`src/rtl/cu_pkg.sv`:
```
// Shared definitions for the multi-cycle control unit: FSM states, opcodes,
// control-word layout, ALU function codes and branch condition codes.
package cu_pkg;

    typedef enum logic [1:0] {
        ST_IDLE  = 2'd0,
        ST_FETCH = 2'd1,
        ST_EXEC  = 2'd2,
        ST_HALT  = 2'd3
    } state_t;

    localparam logic [3:0] OP_NOP  = 4'h0;
    localparam logic [3:0] OP_MOVI = 4'h1;
    localparam logic [3:0] OP_ADD  = 4'h2;
    localparam logic [3:0] OP_SUB  = 4'h3;
    localparam logic [3:0] OP_AND  = 4'h4;
    localparam logic [3:0] OP_OR   = 4'h5;
    localparam logic [3:0] OP_XOR  = 4'h6;
    localparam logic [3:0] OP_SL   = 4'h7;
    localparam logic [3:0] OP_SR   = 4'h8;
    localparam logic [3:0] OP_LD   = 4'h9;
    localparam logic [3:0] OP_ST   = 4'hA;
    localparam logic [3:0] OP_B    = 4'hB;
    localparam logic [3:0] OP_BR   = 4'hC;
    localparam logic [3:0] OP_BCC  = 4'hD;
    localparam logic [3:0] OP_PCST = 4'hE;
    localparam logic [3:0] OP_HALT = 4'hF;

    localparam int CW_WIDTH  = 22;
    localparam int CW_SL     = 21;
    localparam int CW_IL     = 20;
    localparam int CW_PCL    = 19;
    localparam int CW_MR     = 18;
    localparam int CW_MW     = 17;
    localparam int CW_B_SEL  = 16;
    localparam int CW_A_SEL  = 15;
    localparam int CW_EN_ALU = 14;
    localparam int CW_CI     = 13;
    localparam int CW_FS_LSB = 10;
    localparam int CW_W      = 9;
    localparam int CW_SB_LSB = 6;
    localparam int CW_SA_LSB = 3;
    localparam int CW_DA_LSB = 0;

    // Field order matches the bit positions above, MSB first.
    typedef struct packed {
        logic       sl;
        logic       il;
        logic       pcl;
        logic       mr;
        logic       mw;
        logic       b_sel;
        logic       a_sel;
        logic       en_alu;
        logic       ci;
        logic [2:0] fs;
        logic       w;
        logic [2:0] sb;
        logic [2:0] sa;
        logic [2:0] da;
    } cw_t;

    localparam logic [2:0] FS_AND = 3'b000;
    localparam logic [2:0] FS_OR  = 3'b001;
    localparam logic [2:0] FS_ADD = 3'b010;
    localparam logic [2:0] FS_SUB = 3'b011;
    localparam logic [2:0] FS_SL  = 3'b100;
    localparam logic [2:0] FS_SR  = 3'b101;
    localparam logic [2:0] FS_XOR = 3'b110;

    localparam logic [3:0] COND_EQ = 4'h0;
    localparam logic [3:0] COND_NE = 4'h1;
    localparam logic [3:0] COND_CS = 4'h2;
    localparam logic [3:0] COND_CC = 4'h3;
    localparam logic [3:0] COND_MI = 4'h4;
    localparam logic [3:0] COND_PL = 4'h5;

    localparam int FLAG_C = 3;
    localparam int FLAG_V = 2;
    localparam int FLAG_N = 1;
    localparam int FLAG_Z = 0;

    function automatic logic cond_met(input logic [3:0] cond, input logic [3:0] flags);
        case (cond)
            COND_EQ: cond_met = flags[FLAG_Z];
            COND_NE: cond_met = ~flags[FLAG_Z];
            COND_CS: cond_met = flags[FLAG_C];
            COND_CC: cond_met = ~flags[FLAG_C];
            COND_MI: cond_met = flags[FLAG_N];
            COND_PL: cond_met = ~flags[FLAG_N];
            default: cond_met = 1'b0;
        endcase
    endfunction

endpackage

```
`src/rtl/cu_decode.sv`:
```
// Combinational EXEC-state decoder: instruction + ALU flags -> control word, K, is_halt.
// Conditional branches are decoded only when CU_BRANCH_COND_EN is defined.
module cu_decode
    import cu_pkg::*;
(
    input  logic [15:0] I,
    input  logic [3:0]  alu_status,
    output logic [21:0] control_word,
    output logic [7:0]  K,
    output logic        is_halt
);

    cw_t  w_cw;
    logic w_bcc_taken;

`ifdef CU_BRANCH_COND_EN
    assign w_bcc_taken = cond_met(I[11:8], alu_status);
`else
    logic w_unused_status;
    assign w_unused_status = ^alu_status;
    assign w_bcc_taken     = 1'b0;
`endif

    always_comb begin
        w_cw    = '0;
        K       = '0;
        is_halt = 1'b0;
        case (I[15:12])
            OP_MOVI: begin
                w_cw.b_sel  = 1'b1;
                w_cw.en_alu = 1'b1;
                w_cw.fs     = FS_OR;
                w_cw.w      = 1'b1;
                w_cw.sa     = 3'b111;
                w_cw.da     = I[10:8];
                K           = I[7:0];
            end
            OP_ADD, OP_SUB, OP_AND, OP_OR, OP_XOR, OP_SL, OP_SR: begin
                w_cw.en_alu = 1'b1;
                w_cw.w      = 1'b1;
                w_cw.sl     = I[11];
                w_cw.da     = I[10:8];
                w_cw.sa     = I[7:5];
                w_cw.sb     = I[4:2];
                w_cw.ci     = (I[15:12] == OP_SUB);
                case (I[15:12])
                    OP_ADD:  w_cw.fs = FS_ADD;
                    OP_SUB:  w_cw.fs = FS_SUB;
                    OP_AND:  w_cw.fs = FS_AND;
                    OP_OR:   w_cw.fs = FS_OR;
                    OP_XOR:  w_cw.fs = FS_XOR;
                    OP_SL:   w_cw.fs = FS_SL;
                    default: w_cw.fs = FS_SR;
                endcase
            end
            OP_LD: begin
                w_cw.mr = 1'b1;
                w_cw.w  = 1'b1;
                w_cw.da = I[10:8];
                K       = I[7:0];
            end
            OP_ST: begin
                w_cw.mw     = 1'b1;
                w_cw.en_alu = 1'b1;
                w_cw.fs     = FS_OR;
                w_cw.sb     = 3'b111;
                w_cw.sa     = I[10:8];
                K           = I[7:0];
            end
            OP_B, OP_BCC: begin
                // Relative branch: PC + K + 1 with the B input selecting K.
                if (I[15:12] == OP_B || w_bcc_taken) begin
                    w_cw.pcl    = 1'b1;
                    w_cw.b_sel  = 1'b1;
                    w_cw.a_sel  = 1'b1;
                    w_cw.en_alu = 1'b1;
                    w_cw.ci     = 1'b1;
                    w_cw.fs     = FS_ADD;
                    K           = I[7:0];
                end
            end
            OP_BR: begin
                w_cw.pcl    = 1'b1;
                w_cw.en_alu = 1'b1;
                w_cw.fs     = FS_OR;
                w_cw.sb     = 3'b111;
                w_cw.sa     = I[10:8];
            end
            OP_PCST: begin
                w_cw.a_sel  = 1'b1;
                w_cw.en_alu = 1'b1;
                w_cw.ci     = 1'b1;
                w_cw.fs     = FS_ADD;
                w_cw.w      = 1'b1;
                w_cw.sb     = 3'b111;
                w_cw.da     = I[10:8];
            end
            OP_HALT: is_halt = 1'b1;
            default: ;
        endcase
    end

    assign control_word = w_cw;

endmodule

```
`src/rtl/control_unit_mi.sv`:
```
// Multi-cycle control unit: IDLE/FETCH/EXEC/HALT FSM, output muxing and retired counter.
// Optional conditional branching via CU_BRANCH_COND_EN (see cu_decode).
module control_unit_mi
    import cu_pkg::*;
#(
    parameter int RETIRED_W = 16
) (
    input  logic                 clk,
    input  logic                 rst,
    input  logic [15:0]          I,
    input  logic [3:0]           alu_status,
    output logic [21:0]          control_word,
    output logic [7:0]           K,
    output logic                 halted,
    output logic [RETIRED_W-1:0] retired
);

    state_t               r_state;
    state_t               w_state_next;
    logic [RETIRED_W-1:0] r_retired;
    logic [21:0]          w_exec_cw;
    logic [7:0]           w_exec_k;
    logic                 w_exec_halt;
    cw_t                  w_fetch_cw;

    cu_decode u_decode (
        .I            (I),
        .alu_status   (alu_status),
        .control_word (w_exec_cw),
        .K            (w_exec_k),
        .is_halt      (w_exec_halt)
    );

    // PC <= PC + 0 + 1 with R7 on the B bus reading as zero, while the IR loads.
    always_comb begin
        w_fetch_cw        = '0;
        w_fetch_cw.il     = 1'b1;
        w_fetch_cw.pcl    = 1'b1;
        w_fetch_cw.a_sel  = 1'b1;
        w_fetch_cw.en_alu = 1'b1;
        w_fetch_cw.ci     = 1'b1;
        w_fetch_cw.fs     = FS_ADD;
        w_fetch_cw.sb     = 3'b111;
    end

    always_ff @(posedge clk or negedge rst) begin
        if (!rst) begin
            r_state <= ST_IDLE;
        end else begin
            r_state <= w_state_next;
        end
    end

    always_comb begin
        w_state_next = r_state;
        control_word = '0;
        K            = '0;
        halted       = 1'b0;
        case (r_state)
            ST_IDLE: w_state_next = ST_FETCH;
            ST_FETCH: begin
                control_word = w_fetch_cw;
                w_state_next = ST_EXEC;
            end
            ST_EXEC: begin
                control_word = w_exec_cw;
                K            = w_exec_k;
                w_state_next = w_exec_halt ? ST_HALT : ST_FETCH;
            end
            ST_HALT: halted = 1'b1;
            default: w_state_next = ST_IDLE;
        endcase
    end

    // Every EXEC cycle leaves EXEC, so it retires exactly one instruction.
    always_ff @(posedge clk or negedge rst) begin
        if (!rst) begin
            r_retired <= '0;
        end else if (r_state == ST_EXEC) begin
            r_retired <= r_retired + RETIRED_W'(1);
        end
    end

    assign retired = r_retired;

endmodule

```
`config.mk`:
```
export PLATFORM = sky130hd
export DESIGN_NAME = control_unit_mi
export DESIGN_NICKNAME = d
export VERILOG_FILES = /design/src/rtl/cu_pkg.sv /design/src/rtl/cu_decode.sv /design/src/rtl/control_unit_mi.sv
export SDC_FILE = /design/constraint.sdc
export NUM_CORES = 1
export LEC_CHECK = 0
export CELL_PAD_IN_SITES_DETAIL_PLACEMENT = 1
export CELL_PAD_IN_SITES_GLOBAL_PLACEMENT = 1
export CORE_AREA = 2 2 79 81
export DETAILED_ROUTE_END_ITERATION = 12
export DIE_AREA = 0 0 81 83
export GPL_TIMING_DRIVEN = 0
export PLACE_DENSITY = 0.66
export SLEW_MARGIN = 15
export SYNTH_ARGS = -nofsm -noshare
export SYNTH_HDL_FRONTEND = slang
export SYNTH_SLANG_ARGS = --single-unit
export TNS_END_PERCENT = 5
```
`constraint.sdc`:
```
create_clock -name clk -period 2.3 [get_ports clk]
set_clock_uncertainty 0.15 [all_clocks]
set_input_delay 0.23 -clock clk [delete_from_list [all_inputs] [get_ports clk]]
set_output_delay 0.23 -clock clk [all_outputs]
set_load 0.05 [all_outputs]
```
* Word-level counts from Yosys, hierarchy flattened
Cells that the tools add are included.
** Operators by class
- $add $sub $neg :: 1
- Equality and inequality tests :: 18
- Reductions and logical operators :: 10
- Muxes and demuxes :: 24
** Operators with widths (count)
- one-hot mux 22 bit (2 select lines) :: 1
- equality test 4 bit (second input constant) :: 8
- one-hot mux 3 bit (6 select lines) :: 1
- adder 16 x 1 -> 16 bit (second input constant) :: 1
- equality test 4 x 3 -> 1 bit (second input constant) :: 4
- 2-to-1 mux 8 bit :: 2
- one-hot mux 8 bit (2 select lines) :: 1
- one-hot mux 3 bit (4 select lines) :: 1
- OR reduction 11 bit :: 1
- OR reduction 10 bit :: 1
- one-hot mux 3 bit (3 select lines) :: 1
- OR reduction 3 bit :: 3
- equality test 4 x 2 -> 1 bit (second input constant) :: 2
- one-hot mux 1 bit (2 select lines) :: 4
- 2-to-1 mux 1 bit :: 7
- 2-to-1 mux 7 bit :: 1
- OR reduction 7 bit :: 1
- one-hot mux 2 bit (3 select lines) :: 1
- one-hot mux 3 bit (2 select lines) :: 1
- equality test 2 bit (second input constant) :: 2
- equality test 4 x 1 -> 1 bit (second input constant) :: 1
- OR reduction 2 bit :: 2
- 2-to-1 mux 3 bit :: 1
- one-hot mux 1 bit (3 select lines) :: 1
- other kinds (4) :: 4
** Word-level totals
- Output and inout bits :: 47
- Word-level logic and storage cells :: 55
- Register bits after elaboration :: 18

* Logic depth before layout (Yosys ltp)
- Depth after elaboration :: 4
- Depth in mapped cells :: 7
- Gate-level depth less buffers :: 6

* By module
From an unflattened synthesis, not the netlist that was laid out.
** Unflattened totals
- Cell total of the unflattened synthesis :: 201
- Area, all modules :: 1691.6 um^2
** By module, submodules not included
- control_unit_mi :: cells an instance 117, area an instance 1131.1 um^2, instances 1
- cu_decode :: cells an instance 84, area an instance 560.5 um^2, instances 1

* Worst setup path before layout
No wires, ideal clock.
- Kind :: register to output
- Start :: register r_state[0]
- End :: output control_word[15]
- Path buffers :: 0
- Setup slack :: -446 ps
- Cell stages (with the launch flop) :: 6
- Arrival time :: 2366 ps
- Data required time :: 1920 ps
- Cell sequence :: dfrtp_1 inv_1 ha_1 nor2b_1 nand2_1 o31ai_1
** On the way
- Longest elaborated chain between the ends :: 2
- Elaborated cells on any way between the ends :: 3
** RTL lines
- start, declared :: line control_unit_mi.sv:18 : state_t r_state;
- start signal, assigned :: line control_unit_mi.sv:50 : r_state <= w_state_next;
- equality test 2 bit or equality test 2 x 1 -> 1 bit (tied branches) :: line control_unit_mi.sv:59 : case (r_state)
- one-hot mux 22 bit (2 select lines) * :: line control_unit_mi.sv:59
- end, declared :: line control_unit_mi.sv:12 : output logic [21:0] control_word,
Every way passes the cells marked *; elsewhere a longest branch is shown, timed or not.

* Final worst setup path
- Start :: input I[14]
- End :: output control_word[21]
** On the way
- Longest elaborated chain between the ends :: 4
- Elaborated cells on any way between the ends :: 10
** RTL lines
- start, declared :: line control_unit_mi.sv:10 : input logic [15:0] I,
- equality test 4 x 2 -> 1 bit (tied with other cells) :: line cu_decode.sv:28 : case (I[15:12])
- OR reduction 7 bit *
- 2-to-1 mux 1 bit * :: line cu_decode.sv:28
- one-hot mux 22 bit (2 select lines) * :: line control_unit_mi.sv:59
Marks and branches as above.

==> flow_metrics.py <==
metrics = {
    "sta": {
        "fin_crit_sh_pct": 96.51,
        "slew_headroom_pct": 43.08,
        "hold_slack_ns": 0.3092,
        "setup_violations": 0,
        "rsz0062_at_grt": "true",
        "min_period_ns": 2.220,
        "fmax_ghz": 0.4505,
        "tightest_slew_ns": 0.8512,
        "hold_violations": 0,
        "maxSlewViolCount": 0,
    },
    "setup_path": {
        "cpPeakStageDelay_ns": 0.44,
        "crit_path_end": "control_word[21]",
        "cp_slowest_cell": "clkdlybuf4s50_1",
        "r2r_cells": 6,
        "startpoint": "I[14]",
        "cp.required_ns": 1.92,
        "startpoint_type": "primary input",
        "crit_type": "in -> out",
        "worstPathCellList": "clkdlybuf4s50_1, or2_1, buf_2, and2_1, o211a_1, clkdlybuf4s15_2",
        "reg2reg_slack_ns": 0.60,
        "r2r_start": "r_state[0]$_DFFE_PN0P_",
        "worstPathMaxFanout": 7,
        "arrival_ns": 1.84,
        "end_kind": "output pin",
        "r2r_end": "retired[13]$_DFFE_PN0P_",
    },
    "synth": {
        "yosysMostFrequentCell": "dfrtp_1",
        "synth_cell_types": 41,
        "synth_top_flop_cell": "dfrtp_1",
        "synth-seq-cells": 18,
        "synth.top_cell.area_share_pct": 31.41,
        "avgSynthCellArea_um2": 8.743,
        "synth-async-reset-ratio_pct": 100.0,
        "synth_cells": 164,
        "synth_edf_count": 0,
        "syn-cell-area_um2": 1434,
        "syn_nets": 192,
        "yosysTopAreaCell": "dfrtp_1",
        "synth_common_cells": "dfrtp_1 (18), and2_1 (13), nor2_1 (13), xnor2_1 (13), nand2_1 (12)",
        "yosysWarnings": 0,
        "synthTopCellsByArea": "dfrtp_1 (31%), xnor2_1 (7.9%), and2_1 (5.7%), ha_1 (5.2%), mux2i_1 (3.5%)",
        "yosysSeqAreaShare_pct": 31.41,
    },
    "cells_and_area": {
        "multi_input_area_um2": 958.4,
        "finalInstanceArea_um2": 2197,
        "nFillCells": 712,
        "diodes": 0,
        "seqCellArea_um2": 451.7,
        "nNetsFinal": 260,
        "utilization_pct": 37.78,
        "area_delta_synth_final_pct": 53.23,
        "drive_above_1_share_pct": 26.84,
    },
    "status": {
        "outcome": "finished clean",
    },
    "global_routing": {
        "antenna_found_initial": 0,
        "grt-ovfl-total": 0,
        "grt_usage_pct": 13.80,
        "first_global_vias": 1484,
        "grt_max_degree": 19,
        "grt_pass1_wl_um": 7410,
    },
    "routing": {
        "wl_met3_um": 331,
        "antenna_left": 0,
        "wl_um": 4422,
        "vias_per_cell": 4.791,
        "dr.pass1.iters": 4,
        "m1WireLength_um": 2049,
        "wl_per_cell_um": 14.45,
        "vias": 1466,
        "drc": 0,
        "top_layer": "met4",
        "wl_met2_um": 1987,
        "drt_iter0_drc": 46,
    },
    "power": {
        "peakVddDrop_mv": 0.9194,
        "power.total_uw": 2196,
        "leakagePower_uw": 0.0009795,
        "power_density_nw_per_um2": 999.5,
    },
    "placement": {
        "place_area_um2": 2163,
        "dpl.hpwl_um": 3388,
        "gp_routability_congestion": 0.7680,
        "port_buffers": 63,
    },
    "die": {
        "core_um2": 5816,
        "die_w_um": 81,
        "die-area_um2": 6723,
        "pin_count": 69,
        "fp.dieH_um": 83,
        "initial_utilization_pct": 24.66,
        "rows": 28,
    },
    "flow_run": {
        "drv_cap": 0,
    },
    "cts": {
        "path_clk_slew_ns": 0.07,
        "cts_buffers": 3,
        "clock-sinks": 18,
        "cts_buffer_depth": 2,
        "cts_tree": "done",
        "htree_levels": 1,
        "clk_latency_ns": 0.26,
        "clockRootBuffer": "clkbuf_8",
    },
    "hold_path": {
        "worstHoldPathType": "in -> async",
    },
}
==> layout make-up <==
class	count	share of cell area [%]
Multi-Input combinational cell	131	43.62
Timing Repair Buffer	65	25.68
Sequential cell	18	20.56
Tap cell	75	4.271
Buffer	9	2.677
Clock buffer	4	2.506
Inverter	4	0.6834
==> how the worst min path moves through the flow <==
stage	to
6_report	retired[9]$_DFFE_PN0P_
4_1_cts	retired[9]$_DFFE_PN0P_
3_3_place_gp	retired[15]$_DFFE_PN0P_
2_1_floorplan	r_state[0]$_DFFE_PN0P_
5_1_grt	retired[15]$_DFFE_PN0P_
3_5_place_dp	retired[15]$_DFFE_PN0P_
==> timing repair <==
action	in CTS	in global routing
setup endpoints to repair	29	27
gates resized for setup	168	20
hold buffers	0	0
buffers inserted	1	1
pin swaps	0	0
==> cells in the final DEF, fill, tap and decap left out, types with 2 or more instances in the layout <==
| cell | instances |
|---|---|
| o21ai_0 | 5 |
| a2bb2oi_1 | 3 |
| nand4_1 | 6 |
| a31oi_1 | 4 |
| clkdlybuf4s15_2 | 2 |
| buf_6 | 2 |
| buf_2 | 14 |
| buf_4 | 13 |
| nor2_1 | 12 |
| and2_1 | 13 |
| dfrtp_1 | 17 |
| mux2i_1 | 5 |
| and3_1 | 3 |
| o31ai_2 | 2 |
| nand3_1 | 7 |
| nand2_1 | 12 |
| xnor2_1 | 13 |
| clkbuf_4 | 9 |
| inv_1 | 2 |
| xor2_1 | 4 |
| ha_1 | 5 |
| o211ai_1 | 3 |
| a21oi_1 | 4 |
| o21bai_1 | 4 |
| nand2b_2 | 2 |
| clkdlybuf4s50_1 | 33 |
| nor3_1 | 3 |
| clkbuf_8 | 4 |
==> state kept, by name (all words and copies together), names as in the netlist <==
name,count
retired,16
r_state,2
==> worst max-delay path, delay by kind of cell <==
family          cells  cell delay, ns
simple gates        2            0.43
compound gates      1            0.23
buf+inv             3            0.94
==> power by group <==
group | switching (µW) | internal, µW
clock network | 111 | 152
logic | 1000 | 477
registers | 77.4 | 375
==> metrics by stage <==
| stage | instances | setup TNS, ns | worst slack, ns |
|---|---|---|---|
| 2_1_floorplan | 164 | -4.296 | -0.3775 |
| 3_3_place_gp | 302 | -14.82 | -0.6632 |
| 3_5_place_dp | 302 | -15.11 | -0.6703 |
| 4_1_cts | 305 | 0 | 0.004226 |
| 5_1_grt | 306 | -0.06276 | -0.02499 |
| 6_report | 306 | 0 | 0.08025 |
==> metal layers <==
metal | GRT usage (%) | vias up
li1 | - | 714
met1 | 19.06 | 688
met2 | 21.26 | 59
met3 | 3.370 | 5
met4 | 3.698 | 0
met5 | 0 | -
==> logic make-up (layout without fill, tap and decap cells) <==
| kind of cell | Yosys count | in the layout | synth area share, % |
|---|---|---|---|
| buf+inv | 15 | 82 | 5.323 |
| simple gates | 71 | 71 | 28.01 |
| flops | 18 | 18 | 31.41 |
| mux | 6 | 6 | 4.276 |
| fa+ha+maj | 6 | 6 | 5.235 |
| xor+xnor | 17 | 17 | 10.38 |
| compound gates | 31 | 31 | 15.36 |
Note: power is estimated with default switching activity, not from simulation.
